<file path="config.mk">
export PLATFORM = sky130hd
export DESIGN_NAME = branch_resolve
export DESIGN_NICKNAME = d
export VERILOG_FILES = /design/src/rtl/branch_resolve.sv
export SDC_FILE = /design/constraint.sdc
export NUM_CORES = 1
export LEC_CHECK = 0
export CORE_MARGIN = 1.5
export CORE_UTILIZATION = 49
export DETAILED_ROUTE_END_ITERATION = 10
export GPL_TIMING_DRIVEN = 0
export PLACE_DENSITY = 0.82
export SYNTH_ARGS = -nofsm -noshare
export SYNTH_HDL_FRONTEND = slang
export SYNTH_SLANG_ARGS = --single-unit
</file>
<file path="constraint.sdc">
create_clock -name i_clk -period 5 [get_ports i_clk]
set_input_delay 1.5 -clock i_clk [delete_from_list [all_inputs] [get_ports i_clk]]
set_output_delay 1.5 -clock i_clk [all_outputs]
set_load 0.03 [all_outputs]
</file>
<file path="src/rtl/branch_resolve.sv">
// Execute-stage branch resolution: decides taken/not-taken, computes targets,
// and issues a held redirect to fetch followed by a fixed-length squash window.
module branch_resolve #(
  parameter int FLUSH_CYCLES = 2,
  parameter int CNT_W        = 32
) (
  input  logic             i_clk,
  input  logic             i_rst,
  input  logic             i_valid,
  input  logic             i_is_branch,
  input  logic             i_is_jal,
  input  logic             i_is_jalr,
  input  logic [2:0]       i_funct3,
  input  logic [31:0]      i_pc,
  input  logic [31:0]      i_imm,
  input  logic [31:0]      i_rs1,
  input  logic             i_brEq,
  input  logic             i_brLT,
  output logic             o_brUn,
  output logic             o_redir_valid,
  output logic [31:0]      o_redir_pc,
  input  logic             i_redir_ready,
  output logic             o_stall,
  output logic             o_flush,
  output logic [31:0]      o_link_pc,
  output logic             o_misalign,
  output logic             o_br_illegal,
  output logic [CNT_W-1:0] o_br_count,
  output logic [CNT_W-1:0] o_taken_count
);

  typedef enum logic [1:0] {
    S_IDLE     = 2'd0,
    S_REDIRECT = 2'd1,
    S_SQUASH   = 2'd2
  } state_t;

  state_t           r_state;
  state_t           w_next;
  logic [3:0]       r_sqCnt;
  logic [31:0]      r_redirPc;
  logic             r_misalign;
  logic             r_illegal;
  logic [CNT_W-1:0] r_brCount;
  logic [CNT_W-1:0] r_takenCount;

  logic             w_resolve;
  logic             w_condTaken;
  logic             w_taken;
  logic [31:0]      w_target;
  logic             w_enter;
  logic             w_misalign;
  logic             w_illegal;

  assign o_brUn    = i_funct3[1];
  assign o_link_pc = i_pc + 32'd4;

  // Inputs are only acted on in IDLE; REDIRECT/SQUASH treat EX as wrong-path.
  assign w_resolve = (r_state == S_IDLE) && i_valid &&
                     (i_is_branch || i_is_jal || i_is_jalr);

  always_comb begin
    w_condTaken = 1'b0;
    case (i_funct3)
      3'b000:          w_condTaken = i_brEq;
      3'b001:          w_condTaken = !i_brEq;
      3'b100, 3'b110:  w_condTaken = i_brLT;
      3'b101, 3'b111:  w_condTaken = !i_brLT;
      default:         w_condTaken = 1'b0;
    endcase
  end

  assign w_taken    = i_is_jalr || i_is_jal || (i_is_branch && w_condTaken);
  assign w_target   = i_is_jalr ? ((i_rs1 + i_imm) & 32'hFFFF_FFFE) : (i_pc + i_imm);
  assign w_misalign = w_resolve && w_taken && w_target[1];
  assign w_enter    = w_resolve && w_taken && !w_target[1];
  assign w_illegal  = w_resolve && !i_is_jalr && !i_is_jal &&
                      (i_funct3[2:1] == 2'b01);

  always_ff @(posedge i_clk or posedge i_rst) begin
    if (i_rst) begin
      r_state <= S_IDLE;
    end else begin
      r_state <= w_next;
    end
  end

  always_comb begin
    w_next = r_state;
    case (r_state)
      S_IDLE:     if (w_enter) w_next = S_REDIRECT;
      S_REDIRECT: if (i_redir_ready) w_next = S_SQUASH;
      S_SQUASH:   if (r_sqCnt == 4'd1) w_next = S_IDLE;
      default:    w_next = S_IDLE;
    endcase
  end

  always_comb begin
    o_redir_valid = 1'b0;
    o_stall       = 1'b0;
    o_flush       = 1'b0;
    case (r_state)
      S_REDIRECT: begin
        o_redir_valid = 1'b1;
        o_stall       = 1'b1;
        o_flush       = 1'b1;
      end
      S_SQUASH: o_flush = 1'b1;
      default: ;
    endcase
  end

  // Squash counter: loaded on accept, counts the SQUASH cycles down to 1.
  always_ff @(posedge i_clk or posedge i_rst) begin
    if (i_rst) begin
      r_sqCnt <= 4'd0;
    end else if (r_state == S_REDIRECT && i_redir_ready) begin
      r_sqCnt <= 4'(FLUSH_CYCLES);
    end else if (r_state == S_SQUASH) begin
      r_sqCnt <= r_sqCnt - 4'd1;
    end
  end

  always_ff @(posedge i_clk or posedge i_rst) begin
    if (i_rst) begin
      r_redirPc    <= 32'd0;
      r_misalign   <= 1'b0;
      r_illegal    <= 1'b0;
      r_brCount    <= '0;
      r_takenCount <= '0;
    end else begin
      r_misalign <= w_misalign;
      r_illegal  <= w_illegal;
      if (w_enter) begin
        r_redirPc    <= w_target;
        r_takenCount <= r_takenCount + CNT_W'(1);
      end
      if (w_resolve) begin
        r_brCount <= r_brCount + CNT_W'(1);
      end
    end
  end

  assign o_redir_pc    = r_redirPc;
  assign o_misalign    = r_misalign;
  assign o_br_illegal  = r_illegal;
  assign o_br_count    = r_brCount;
  assign o_taken_count = r_takenCount;

endmodule
</file>
==> impl_metrics.ini <==
[finish]
final_nets = 1390
drive_above_1_share = 0.0733
n_antenna_cell = 0
area_growth_pct = 36.9
final_cell_count_no_fill = 1435

[worst_setup_path]
crit_buf_inv = 3
arrival_ns = 3.39
rr_worst_depth = 10
endpoint_kind = primary output
worstReg2RegStart = r_state[0]
critPathLaunchType = input port
worst-path-max-fanout = 5
cp_top_family = simple AND/OR/NAND/NOR gates
critPathSlowestCell = nor3_4
critical_path_class = input port to primary output
reg2reg_slack_ns = 2.35
required_ns = 3.50
path_cells = buf_4 > and3_4 > and3_4 > nand3_4 > or2_4 > nor2_4 > inv_2 > nor3_4 > nand3_1 > xnor2_1 > buf_4
critical-path-max-stage-delay_ns = 0.29
rr_endpoint = o_redir_pc[11]

[global_route]
antenna_found_initial = 0
grt_pass1_vias = 7692
grt_max_degree = 60
grt_usage = 0.263
grt_pass1_wl_mm = 38.0
grt_overflow = 0

[floorplan]
initial_core_util = 0.503
ios = 242
die_y_microns = 133
fp.dieArea_sq_um = 17800
rows = 47
dieWidth_microns = 133
core_area_sq_um = 16600

[place]
post-place-cells = 1409
port_buffers = 240
gp_congestion = 0.904
hpwl_mm = 18.6

[synth]
yosys_warnings = 0
yosys_register_bits = 104
yosysMostFrequentCell = nand2_1
synthTopCellsByArea = dfrtp_1 31%, ha_1 11%, xnor2_1 10%
synthTopCellsByCount = 108 x nand2_1, 104 x dfrtp_1, 96 x xnor2_1
synth_edf_count = 0
synth_top_area_frac = 0.312
syn-num-nets = 1128
synth_ff_type = dfrtp_1
yosysTopAreaCell = dfrtp_1
ys_seq_area_frac = 0.312
synthArstFlopShare = 1.00
netlist_area_sq_um = 8340
syn_inst = 948
ys_types = 76
synth.avg_cell_area_sq_um = 8.80

[hold_path]
hold_path_end = o_taken_count[31]
holdPathStages = 1
hold_path_class = flop to flop
hp-start = o_taken_count[31]

[cts]
cts_num_sinks = 104
hold_buffers = 0
numCtsBuffers = 9
cts_tree = yes
cts_root_buffer = clkbuf_16
path_clk_slew_ns = 0.07
worst_skew_pair.late_latency_ns = 0.34
cts_max_level = 3
clockBufferDepth = 2

[timing]
worst_pin_slew_ns = 0.741
period_needed_ns = 4.89
fin_setup_tns_ns = 0
hold_violations = 0
fin_worst_skew_ns = 0.00462
period_share = 0.977
slew_viol_final = 0
fmax_mhz = 205
rsz0062_at_grt = no
slew_headroom = 0.506
finalSetupViolations = 0

[detailed_routing]
wl_per_cell_microns = 16.3
vias = 8056
wl_met3_mm = 1.38
drtAntennaViolNets = 0
routed_wl_mm = 23.4
vias_per_cell = 5.61
first_iter_violations = 482
first_pass_iters = 5
top_layer_used = met4
wl_met2_mm = 11.7
wirelength_met1_mm = 10.0
drc_errors = 0

[power_and_ir_drop]
p_per_area_nw_per_um2 = 313
p_leak_nw = 5.09
vdd_ir_drop_max_uv = 218

[status]
status = complete, no violations

[flow_run]
maxCapViolations = 0
==> registers in the layout, indices dropped and copies added (netlist names) <==
name / count
r_state: 2
r_sqCnt: 4
o_misalign: 1
o_br_illegal: 1
o_taken_count: 32
o_br_count: 32
o_redir_pc: 32
==> timing repair <==
| item | 4_1_cts | 5_1_grt |
|---|---|---|
| gates resized for setup | 73 | 28 |
| endpoints found under the setup margin | 23 | 15 |
| buffers inserted | 8 | 2 |
| pin swaps | 9 | 7 |
| endpoints found under the hold margin | 0 | 0 |
==> how the worst max path moves through the flow <==
stage	endpoint	start	slack (ns)	cells after the start
after floorplan	o_link_pc[29]	i_pc[4]	0.05	9
after global placement	o_link_pc[31]	i_pc[4]	-1.31	11
after detailed placement	o_link_pc[29]	i_pc[4]	-1.34	11
after CTS	o_link_pc[26]	i_pc[13]	0.03	8
after global routing	o_link_pc[28]	i_pc[18]	0.001	8
final	o_link_pc[27]	i_pc[4]	0.11	11
==> power by group <==
group	internal, mW	total [mW]	switching, mW	leakage, nW
clock	0.346	0.669	0.323	0.139
combinational	0.748	1.73	0.985	3.57
sequential	1.01	1.17	0.154	1.38
==> logic make-up (layout without fill, tap and decap cells) <==
| family | after synthesis | count (layout) | share of synthesized area |
|---|---|---|---|
| flops | 104 | 104 | 0.312 |
| mux | 9 | 9 | 0.0117 |
| xor+xnor | 151 | 151 | 0.159 |
| simple gates | 332 | 332 | 0.197 |
| compound gates | 233 | 233 | 0.183 |
| fa+ha+maj | 72 | 72 | 0.110 |
| buf+inv | 47 | 314 | 0.0275 |
==> cell type report <==
cell class,instances,area (sq um)
clock buffer,10,229
sequential,104,2600
multi-input combinational,797,5560
fill,1343,5170
tap,220,275
inverter,22,85.1
clock inverter,6,51.3
buffer,25,146
timing repair buffer,251,2460
==> stage by stage <==
stage / instance area [sq um] / power [mW] / hold WS (ns) / setup WS [ns] / utilization
2_1_floorplan: 8340 / 2.21 / 0.505 / 0.0530 / -
3_3_place_gp: 11000 / 2.88 / 0.451 / -1.31 / 0.664
3_5_place_dp: 11000 / 2.91 / 0.464 / -1.34 / 0.666
4_1_cts: 11400 / 3.58 / 0.477 / 0.0275 / 0.687
5_1_grt: 11400 / 3.78 / 0.508 / 0.00106 / 0.688
6_report: 11400 / 3.57 / 0.477 / 0.113 / 0.688
==> per-layer routing <==
metal,up-vias,track usage
li1,3928,-
met5,-,0
met1,3790,0.345
met3,24,0.0221
met4,0,0.0761
met2,314,0.465
==> cell usage in the layout, fill, tap and decap left out, drive strengths merged, types with 24 or more instances in the layout <==
cell / instances
ha: 70
nand4: 25
clkbuf: 32
nand2: 108
nor2: 67
clkdlybuf4s50: 204
buf: 26
nand3: 41
dfrtp: 104
xor2: 55
xnor2: 96
o21ai: 58
and3: 24
a21o: 31
a21oi: 63
inv: 25
Power figures use the tool's default switching activity.
